$ cat src/rtl/instr_fetch_unit.sv
// rtl/instr_fetch_unit.sv - PC owner and fetch stage feeding decode through a small PC/instr FIFO
module instr_fetch_unit #(
  parameter logic [31:0] RESET_PC = 32'h0000_0000,
  parameter int          DEPTH    = 4
) (
  input  logic                   clk,
  input  logic                   reset,
  output logic [31:0]            imem_addr,
  output logic                   imem_ren,
  input  logic                   imem_nostall,
  input  logic [31:0]            imem_rdata,
  input  logic                   redirect_valid,
  input  logic [31:0]            redirect_pc,
  input  logic                   id_ready,
  output logic                   id_valid,
  output logic [31:0]            id_instr,
  output logic [31:0]            id_pc,
  output logic [$clog2(DEPTH):0] fifo_count,
  output logic [31:0]            miss_cycles
);

  localparam int          AW  = $clog2(DEPTH);
  localparam int          CW  = AW + 1;
  localparam logic [31:0] NOP = 32'h0000_0013;

  typedef enum logic [1:0] {IDLE, FETCH, STALL} state_t;

  state_t        state_q, state_d;
  logic [31:0]   pc_q;
  logic [31:0]   miss_q;
  logic [CW-1:0] count_q;
  logic [AW-1:0] rd_ptr, wr_ptr;
  logic [31:0]   mem_pc    [DEPTH];
  logic [31:0]   mem_instr [DEPTH];
  logic          full, push, pop;

  assign full = (count_q == CW'(DEPTH));

  // A stalled request is held regardless of occupancy: it was only issued while not full.
  always_comb begin
    state_d  = state_q;
    imem_ren = 1'b0;
    unique case (state_q)
      IDLE:  state_d = FETCH;
      FETCH: begin
        imem_ren = !full;
        if (!full && !imem_nostall) state_d = STALL;
      end
      STALL: begin
        imem_ren = 1'b1;
        if (imem_nostall) state_d = FETCH;
      end
      default: state_d = IDLE;
    endcase
    if (redirect_valid) begin
      imem_ren = 1'b0;
      state_d  = FETCH;
    end
  end

  assign push = imem_ren && imem_nostall;
  assign pop  = id_valid && id_ready && !redirect_valid;

  always_ff @(posedge clk or posedge reset) begin
    if (reset) begin
      state_q <= IDLE;
      pc_q    <= RESET_PC;
      count_q <= '0;
      rd_ptr  <= '0;
      wr_ptr  <= '0;
    end else begin
      state_q <= state_d;
      if (redirect_valid) begin
        pc_q    <= redirect_pc & 32'hFFFF_FFFC;
        count_q <= '0;
        rd_ptr  <= '0;
        wr_ptr  <= '0;
      end else begin
        if (push) begin
          pc_q   <= pc_q + 32'd4;
          wr_ptr <= wr_ptr + AW'(1);
        end
        if (pop) rd_ptr <= rd_ptr + AW'(1);
        case ({push, pop})
          2'b10:   count_q <= count_q + CW'(1);
          2'b01:   count_q <= count_q - CW'(1);
          default: count_q <= count_q;
        endcase
      end
    end
  end

  always_ff @(posedge clk) begin
    if (push) begin
      mem_pc[wr_ptr]    <= pc_q;
      mem_instr[wr_ptr] <= imem_rdata;
    end
  end

  always_ff @(posedge clk or posedge reset) begin
    if (reset) begin
      miss_q <= '0;
    end else if (imem_ren && !imem_nostall && miss_q != 32'hFFFF_FFFF) begin
      miss_q <= miss_q + 32'd1;
    end
  end

  assign imem_addr   = pc_q;
  assign id_valid    = (count_q != '0);
  assign id_instr    = id_valid ? mem_instr[rd_ptr] : NOP;
  assign id_pc       = id_valid ? mem_pc[rd_ptr] : 32'h0;
  assign fifo_count  = count_q;
  assign miss_cycles = miss_q;

endmodule

$ cat config.mk
export PLATFORM = sky130hd
export DESIGN_NAME = instr_fetch_unit
export DESIGN_NICKNAME = d
export VERILOG_FILES = /design/src/rtl/instr_fetch_unit.sv
export SDC_FILE = /design/constraint.sdc
export NUM_CORES = 1
export LEC_CHECK = 0
export BUFFER_PORTS_ARGS = -buffer_cell sky130_fd_sc_hd__buf_4
export CORE_AREA = 2 2 159 161
export CTS_CLUSTER_DIAMETER = 50
export DETAILED_ROUTE_END_ITERATION = 10
export DIE_AREA = 0 0 161 163
export PLACE_DENSITY = 0.87
export SLEW_MARGIN = 20
export SYNTH_ARGS = -nofsm -noshare
export SYNTH_HDL_FRONTEND = slang
export SYNTH_SLANG_ARGS = --single-unit
$ cat constraint.sdc
create_clock -name clk -period 3.78 [get_ports clk]
set_input_delay 0.378 -clock clk [delete_from_list [all_inputs] [get_ports clk]]
set_output_delay 0.378 -clock clk [all_outputs]
set_load 0.01 [all_outputs]
==> results of run 1 <==
## kinds of logic after synthesis
family | Yosys count | synth area share
adder cells (fa/ha/maj) | 11 | 0.0110
multiplexers | 70 | 0.112
buffers and inverters | 51 | 0.0163
other | 1 | 0.000283
AND/OR/NAND/NOR | 242 | 0.104
XOR/XNOR | 55 | 0.0364
flip-flops | 319 | 0.697
AO/OA/AOI/OAI | 45 | 0.0228
## report_power, final
part	leakage (nW)	switching (mW)	total, mW	internal (mW)
clock	0.551	1.34	3.30	1.96
sequential	3.15	0.325	4.42	4.10
combinational	2.30	1.39	2.88	1.49
total	6.00	3.05	10.6	7.55
## critical path, cell delays in order (launching register included)
cell and delay [ns]:
dfrtp_1 0.48, nor3_1 0.82, inv_2 0.06, buf_4 0.35, and2_1 0.26, buf_4 0.15
## area by class of cell
class | count | share of cell area
Timing Repair Buffer | 211 | 0.0983
Inverter | 14 | 0.00323
Clock buffer | 41 | 0.0566
Clock inverter | 24 | 0.0129
Tap cell | 330 | 0.0254
Sequential cell | 319 | 0.568
Multi-Input combinational cell | 427 | 0.236
## routing by layer
metal  wire, microns  share of wire  global-route usage  vias to the layer above
li1                -              -                   -                     3486
met1           11400           0.40               0.286                     3941
met2           14100           0.50               0.365                      259
met3            2240          0.079              0.0616                       41
met4             548          0.019              0.0584                        0
met5               0              0                   0                        -
## worst max-delay path by stage
stage / start / endpoint / slack (ns) / cells after the start
final: fifo_count[0] / id_instr[3] / 0.76 / 5
after global routing: rd_ptr[0] / id_instr[7] / 0.59 / 4
after CTS: rd_ptr[0] / id_pc[20] / 0.69 / 4
after detailed placement: state_q[0] / mem_pc[1][29] / 1.07 / 7
after global placement: state_q[0] / mem_pc[1][29] / 1.11 / 7
after floorplan: state_q[0] / mem_instr[0][0] / 0.52 / 5
## sequential cells by signal, indices dropped and copies added, names as in the netlist
name / count
miss_cycles: 32
mem_instr: 128
fifo_count: 3
imem_addr: 30
rd_ptr: 2
state_q: 2
wr_ptr: 2
mem_pc: 120
## synth_stat cells (8+ instances only)
master / number / area [sq um]
and4_1: 8 / 70.1
inv_1: 13 / 48.8
and2_1: 66 / 413
clkbuf_1: 23 / 86.3
xor2_1: 31 / 272
dfrtp_1: 71 / 1780
xnor2_1: 24 / 210
nand3_1: 27 / 135
nor4_1: 8 / 50.1
and3_1: 11 / 68.8
nand2_1: 46 / 173
ha_1: 10 / 125
o21ai_0: 22 / 110
nor2_1: 16 / 60.1
mux4_2: 62 / 1400
edfxtp_1: 248 / 7450
nand4_1: 22 / 138
nor3_1: 12 / 60.1
## stage by stage
stage / cell area, sq um / util / total power, mW
after global placement: 15100 / 0.613 / 7.30
final: 16200 / 0.658 / 10.6
after floorplan: 13200 / - / 6.09
after detailed placement: 15100 / 0.613 / 7.40
after global routing: 16200 / 0.658 / 11.1
after CTS: 16200 / 0.658 / 10.7
==> flow_summary_export.csv, run 1 <==
group,metric,value,unit
sta,fin_crit,3.02,ns
drt,drc,0,
sta,rsz0062_at_grt,"no",
place,port_buffers,195,
status,status,"finished clean",
global_routing,grt_pass1_vias,7936,
hold_path,hold_class,"input port to async pin",
job,drv_cap,0,
cts,cts-root-buf,"clkbuf_16",
global_routing,antenna_found_initial,0,
floorplanning,die_width,161,microns
finish,stdcell_count,1366,
finish,area_growth,22.7,%
finish,multi_input_area,0.00383,sq mm
cts,cts_max_path_buffers,3,
place,dp_cells,1301,
floorplanning,core-area,0.0247,sq mm
global_routing,grt_pass1_wl,44100,microns
drt,via_per_inst,5.66,
pwr,p_leak,6.00,nW
sta,hold_viol,0,
sta,timing.final.ws_setup,0.755,ns
floorplanning,start_util,0.537,
sta,fmax,0.331,GHz
finish,final_cell_mix,"edfxtp_1, buf_4, dfrtp_1",
synthesis,yosysSeqAreaShare,0.697,
global_routing,grt_max_degree,63,
sta,worstMarginPinSlew,0.963,ns
cts,tritoncts,"done",
synthesis,yosys_warnings,0,
drt,antenna_left,0,
finish,layout.nets,1089,
cts,cts_hold_buf,0,
synthesis,synth.distinct_cells,46,
floorplanning,die_area,0.0262,sq mm
sta,finalSetupTns,0,ns
synthesis,ys_seq_elements,319,
floorplanning,die_y,163,microns
sta,max_slew_margin,0.353,
synthesis,synth_edf_count,248,
place,gp_congestion,0.898,
pwr,power_density,652,mW/mm^2
drt,drt_iter0_drc,548,
drt,finalWirelength,28300,microns
drt,wire_per_inst,20.7,microns
synthesis,synth_area,0.0132,sq mm
floorplanning,pin_count,202,
floorplanning,rows,58,
critical_path,crit_arrival,2.65,ns
global_routing,grt_usage,0.219,
critical_path,end_kind,"output port",
cts,h-tree-depth,2,
cts,cts_setup_buffers,0,
drt,vias,7727,
cts,cts.sinks,319,
place,dp_hpwl,18100,microns
cts,cts_made_buffers,36,
sta,maxSlewViolCount,0,
critical_path,worstSetupPathType,"flop to output port",
critical_path,r2r_slack,1.03,ns
critical_path,r2r-start,"fifo_count[0]",
finish,num_antenna_cells,0,
synthesis,synth_flop_cell,"edfxtp_1",
finish,regArea,0.00923,sq mm
pwr,ir_drop,385,uV
critical_path,worstPathMaxFanout,61,
finish,drive_above_1_share,0.337,
sta,setup-violations-final,0,
critical_path,regToRegEndpoint,"fifo_count[2]",
sta,holdWs,0.0388,ns
synthesis,async_reset_ff_frac,0.223,
critical_path,cp-start-kind,"flop",
synthesis,netlist_instances,794,
critical_path,crit_required,3.40,ns
sta,fin_crit_sh,0.800,
finish,fill_cells,1719,
sta,finClkSkew,0.0229,ns
cts,clkLatencyLatePin,0.51,ns
global_routing,overflow,0,
place,post-place-ws,1.07,ns
drt,first_pass_iters,5,
cts,cts_resized,0,
synthesis,syn_avg_cell_area,16.7,sq um
finish,final_common_cell,"edfxtp_1",
cts,path_clk_slew,0.06,ns
critical_path,ff2ff_path_depth,8,
Power figures use the tool's default switching activity.
==> run 2, diff against run 1 <==
Clock period 3.78 ns to 2.95 ns, I/O delays scaled along.
==> run 2 against run 1 <==
Power is 28% higher. Sequential cell count stayed put. Highest routed layer unchanged. Clock skew is 0.0063 ns lower. Utilization is 1.6 points higher. First-iteration DRC count is 2.7% higher. Setup slack worse by 0.53 ns. Clock power is 24% higher. Routed wire length is 3.3% higher. Final cell count is 2.9% higher. Non-clock buffer count is 42 higher.
==> flow_summary_export.csv, run 2 (synthesis results as in run 1) <==
group,metric,value,unit
global_routing,grt_max_degree,63,
finish,drive_above_1_share,0.322,
sta,max_slew_margin,0.325,
cts,cts_max_path_buffers,3,
floorplanning,core-area,0.0247,sq mm
cts,cts_setup_buffers,0,
cts,tritoncts,"done",
global_routing,grt_pass1_vias,8067,
pwr,switching_share,0.288,
status,status,"finished clean",
drt,wire_per_inst,20.8,microns
finish,final_cell_mix,"edfxtp_1, buf_4, dfrtp_1",
floorplanning,die_y,163,microns
critical_path,cp-start-kind,"flop",
pwr,switchingPower,3.91,mW
sta,finalSetupTns,0,ns
critical_path,crit_required,2.65,ns
floorplanning,die_width,161,microns
pwr,ir_drop,515,uV
sta,rsz0062_at_grt,"no",
drt,drc,0,
sta,hold_viol,0,
floorplanning,die_area,0.0262,sq mm
sta,fmax,0.367,GHz
cts,h-tree-depth,2,
drt,wl_met2,14400,microns
pwr,p_clk_frac,0.301,
critical_path,worstPathMaxFanout,19,
floorplanning,rows,58,
place,dp_cells,1299,
drt,routed.top_layer,"met4",
drt,vias,7927,
job,drv_cap,0,
pwr,internal_power,9.66,mW
hold_path,hold_class,"input port to flop",
drt,wl_met3,2110,microns
pwr,seq_power_share,0.414,
pwr,p_leak,6.15,nW
drt,wl_met1,12200,microns
finish,final_area,0.0166,sq mm
drt,antenna_left,0,
global_routing,antenna_found_initial,1,
finish,area_growth,25.7,%
drt,via_per_inst,5.64,
critical_path,worstSetupPathType,"flop to output port",
cts,cts_made_buffers,35,
place,port_buffers,195,
global_routing,overflow,0,
critical_path,crit_arrival,2.43,ns
cts,cts.sinks,319,
cts,path_clk_slew,0.06,ns
finish,stdcell_count,1405,
pwr,combPwrFrac,0.285,
floorplanning,start_util,0.537,
pwr,power_density,815,mW/mm^2
critical_path,end_kind,"output port",
sta,worstMarginPinSlew,1.01,ns
finish,largest_reg_flops,128,
floorplanning,pin_count,202,
drt,first_pass_iters,5,
sta,setup-violations-final,0,
finish,regMostFlops,"mem_instr",
drt,drt_iter0_drc,563,
finish,final_common_cell,"edfxtp_1",
finish,layout.nets,1130,
sta,finClkSkew,0.0166,ns
place,dp_hpwl,17500,microns
place,place_area,0.0151,sq mm
drt,finalWirelength,29300,microns
cts,cts_resized,0,
sta,maxSlewViolCount,0,
sta,fin_crit_sh,0.924,
cts,clkLatencyLatePin,0.51,ns
sta,fin_crit,2.73,ns
cts,cts-root-buf,"clkbuf_16",
place,gp_congestion,0.845,
global_routing,grt_usage,0.225,
global_routing,grt_pass1_wl,45300,microns
-- run 2: cell types whose count changed in the layout (fill, tap and decap cells not counted), sizes merged --
cell	change
buf	-2
bufinv	-1
clkbuf	+4
clkinv	-7
clkinvlp	+1
diode	+1
dlygate4sd3	+44
inv	-1
-- run 2: power by group through the flow --
stage          clock, mW  combinational (mW)  sequential, mW
2_1_floorplan          0                2.22            5.57
3_3_place_gp           0                3.74            5.68
3_5_place_dp           0                3.82            5.71
4_1_cts             4.15                3.89            5.62
5_1_grt             4.31                4.17            5.67
6_report            4.09                3.86            5.62
-- run 2: per-layer routing --
layer / global-route usage / up-vias
met5: 0 / -
met4: 0.0584 / 0
met3: 0.0527 / 39
met2: 0.372 / 287
met1: 0.305 / 4028
li1: - / 3573
-- run 2: final cells by class --
class / instances / area [sq um]
antenna: 1 / 2.50
clock buffer: 45 / 933
clock inverter: 16 / 140
fill: 1634 / 8030
inverter: 14 / 52.6
multi-input combinational: 427 / 3830
sequential: 319 / 9230
tap: 330 / 413
timing repair buffer: 253 / 2050
-- run 2: metrics by stage --
stage | worst slack, ns | utilization | hold WS [ns] | total power [mW]
global placement | 0.362 | 0.613 | 0.480 | 9.43
floorplan | 0.339 | - | 0.394 | 7.79
detailed placement | 0.350 | 0.613 | 0.481 | 9.53
finish | 0.223 | 0.675 | 0.0164 | 13.6
global route | 0.0665 | 0.675 | 0.0158 | 14.2
CTS | 0.149 | 0.674 | 0.00107 | 13.7
-- run 2: repair_timing --
action	in CTS	in global routing
hold buffers	44	0
hold endpoints to repair	174	0
setup endpoints to repair	0	0
-- run 2: critical path, stage by stage, from the launching register on --
cell and delay (ns):
dfrtp_4 0.69, buf_4 0.36, mux4_2 0.55, and2_1 0.18
buf_4 0.14
-- run 2: path summary, 6_finish.rpt --
kind | start | to | slack, ns | depth (start not counted)
hold reg to reg | miss_cycles[15] | miss_cycles[15] | 0.50 | 1
setup / recovery | rd_ptr[0] | id_pc[24] | 0.22 | 4
max in group asynchronous | reset | miss_cycles[10] | 1.61 | 4
hold / removal | redirect_pc[20] | imem_addr[20] | 0.02 | 3
min in group asynchronous | reset | miss_cycles[9] | 0.54 | 3
setup reg to reg | state_q[0] | miss_cycles[1] | 0.32 | 6
==> run 3, diff against run 2 <==
Settings changed: CORE_AREA 2 2 159 161 to 2 2 175 177, DIE_AREA 0 0 161 163 to 0 0 177 179, PLACE_DENSITY 0.87 to 0.76.
==> run 3 against run 2 <==
Setup slack improved by 0.062 ns. Die area up 21%. Largest power group unchanged. Clock-buffer cell count rose by 2. Critical endpoint is now id_pc[30]. Largest cell class unchanged.
==> flow_summary_export.csv, run 3 (synthesis results as in run 1) <==
group,metric,value,unit
hold_path,holdPathEnd,"imem_addr[27]",
drt,drc,0,
sta,fin_crit,2.66,ns
finish,final_common_cell,"edfxtp_1",
finish,final_area,0.0170,sq mm
hold_path,min_from,"redirect_pc[27]",
drt,first_pass_iters,7,
cts,path_clk_slew,0.05,ns
critical_path,cpPeakStageDelay,0.68,ns
global_routing,grt_max_degree,72,
cts,cts.sinks,319,
finish,area_growth,28.7,%
place,port_buffers,195,
sta,fmax,0.375,GHz
floorplanning,die_width,177,microns
sta,finalSetupTns,0,ns
pwr,power_density,830,mW/mm^2
finish,drive_above_1_share,0.335,
cts,clkLatencyLatePin,0.51,ns
finish,fill_cells,2345,
critical_path,cp.buffers_inverters,2,
drt,wl_met2,14700,microns
global_routing,grt_pass1_wl,46500,microns
sta,setup-violations-final,0,
drt,wire_per_inst,20.2,microns
critical_path,cp-start-kind,"flop",
critical_path,end_kind,"output port",
floorplanning,rows,64,
critical_path,r2r_slack,0.29,ns
global_routing,grt_pass1_vias,8254,
critical_path,worstSetupPathType,"flop to output port",
finish,largest_reg_flops,128,
critical_path,ff2ff_path_depth,6,
finish,layout.nets,1144,
sta,max_slew_margin,0.309,
cts,cts_max_path_buffers,3,
floorplanning,core-area,0.0300,sq mm
place,gp_congestion,0.865,
floorplanning,die_y,179,microns
drt,wl_met1,12800,microns
cts,cts-root-buf,"clkbuf_16",
sta,worstMarginPinSlew,1.04,ns
critical_path,crit_chain,"buf_4 > mux4_2 > and2_1 > buf_4",
critical_path,worst_path_max_delay_cell,"dfrtp_4",
critical_path,crit_path_frequent_cell,"buf_4",
global_routing,grt_usage,0.192,
sta,fin_crit_sh,0.903,
job,drv_cap,0,
critical_path,cp_top_family,"flip-flops",
hold_path,hold_depth,2,
place,place_area,0.0153,sq mm
pwr,ir_drop,498,uV
place,dp_hpwl,18400,microns
cts,cts_made_buffers,39,
hold_path,hold_class,"input port to flop",
drt,vias,7912,
critical_path,crit_arrival,2.37,ns
global_routing,overflow,0,
cts,h-tree-depth,2,
drt,via_per_inst,5.30,
finish,final_cell_mix,"edfxtp_1, buf_4, dfrtp_1",
finish,regMostFlops,"mem_instr",
floorplanning,die_area,0.0317,sq mm
cts,cts_setup_buffers,0,
drt,finalWirelength,30100,microns
sta,maxSlewViolCount,0,
sta,rsz0062_at_grt,"no",
status,status,"finished clean",
critical_path,worstPathMaxFanout,17,
drt,antenna_left,0,
sta,finClkSkew,0.0185,ns
cts,tritoncts,"done",
global_routing,antenna_found_initial,3,
drt,routed.top_layer,"met5",
drt,wl_met3,2030,microns
sta,hold_viol,0,
critical_path,r2r-start,"state_q[0]",
critical_path,crit_required,2.65,ns
floorplanning,start_util,0.441,
drt,drt_iter0_drc,454,
floorplanning,pin_count,202,
critical_path,regToRegEndpoint,"mem_pc[3][21]",
pwr,p_leak,6.31,nW
==> run 3: what timing repair did <==
item	4_1_cts	5_1_grt
gates resized for setup	0	0
endpoints found under the hold margin	215	0
hold buffers	49	0
==> run 3: per-layer routing <==
metal | GRT usage | vias up
met5 | 0 | -
met4 | 0.0534 | 2
met3 | 0.0464 | 41
met2 | 0.320 | 233
met1 | 0.252 | 4023
li1 | - | 3613
==> run 3: cell type report <==
type	count	area [sq um]	share of cell area
flip-flops and latches	319	9230	0.542
multi-input cells	427	3830	0.225
repair buffers	263	2150	0.126
clock buffers	47	1050	0.0615
well taps	396	495	0.0291
clock inverters	24	230	0.0135
inverters	14	52.6	0.00308
diodes	2	5.00	0.000294
==> run 3: where the power goes <==
group | switching, mW | total, mW | leakage [nW] | internal [mW]
clock | 1.84 | 4.67 | 0.630 | 2.83
sequential | 0.366 | 5.62 | 3.15 | 5.26
combinational | 1.86 | 3.85 | 2.53 | 1.99
==> run 3: how the worst max path moves through the flow <==
stage	start	cells past startpoint	end	slack [ns]
2_1_floorplan	state_q[0]	5	mem_instr[0][0]	0.34
3_3_place_gp	state_q[0]	6	mem_instr[3][8]	0.31
3_5_place_dp	state_q[0]	6	mem_instr[3][8]	0.26
4_1_cts	rd_ptr[0]	4	id_pc[30]	0.21
5_1_grt	state_q[0]	6	mem_pc[1][21]	0.08
6_report	rd_ptr[0]	4	id_pc[30]	0.29
==> run 3: per-stage QoR <==
stage	hold slack (ns)	setup WS [ns]	instances	utilization	power, mW
after detailed placement	0.422	0.257	1370	0.508	9.57
after CTS	0.00275	0.215	1490	0.567	14.3
after global placement	0.419	0.311	1370	0.508	9.48
final	0.0224	0.286	1492	0.567	14.1
after global routing	0.00554	0.0847	1492	0.567	14.8
after floorplan	0.394	0.339	797	-	7.79
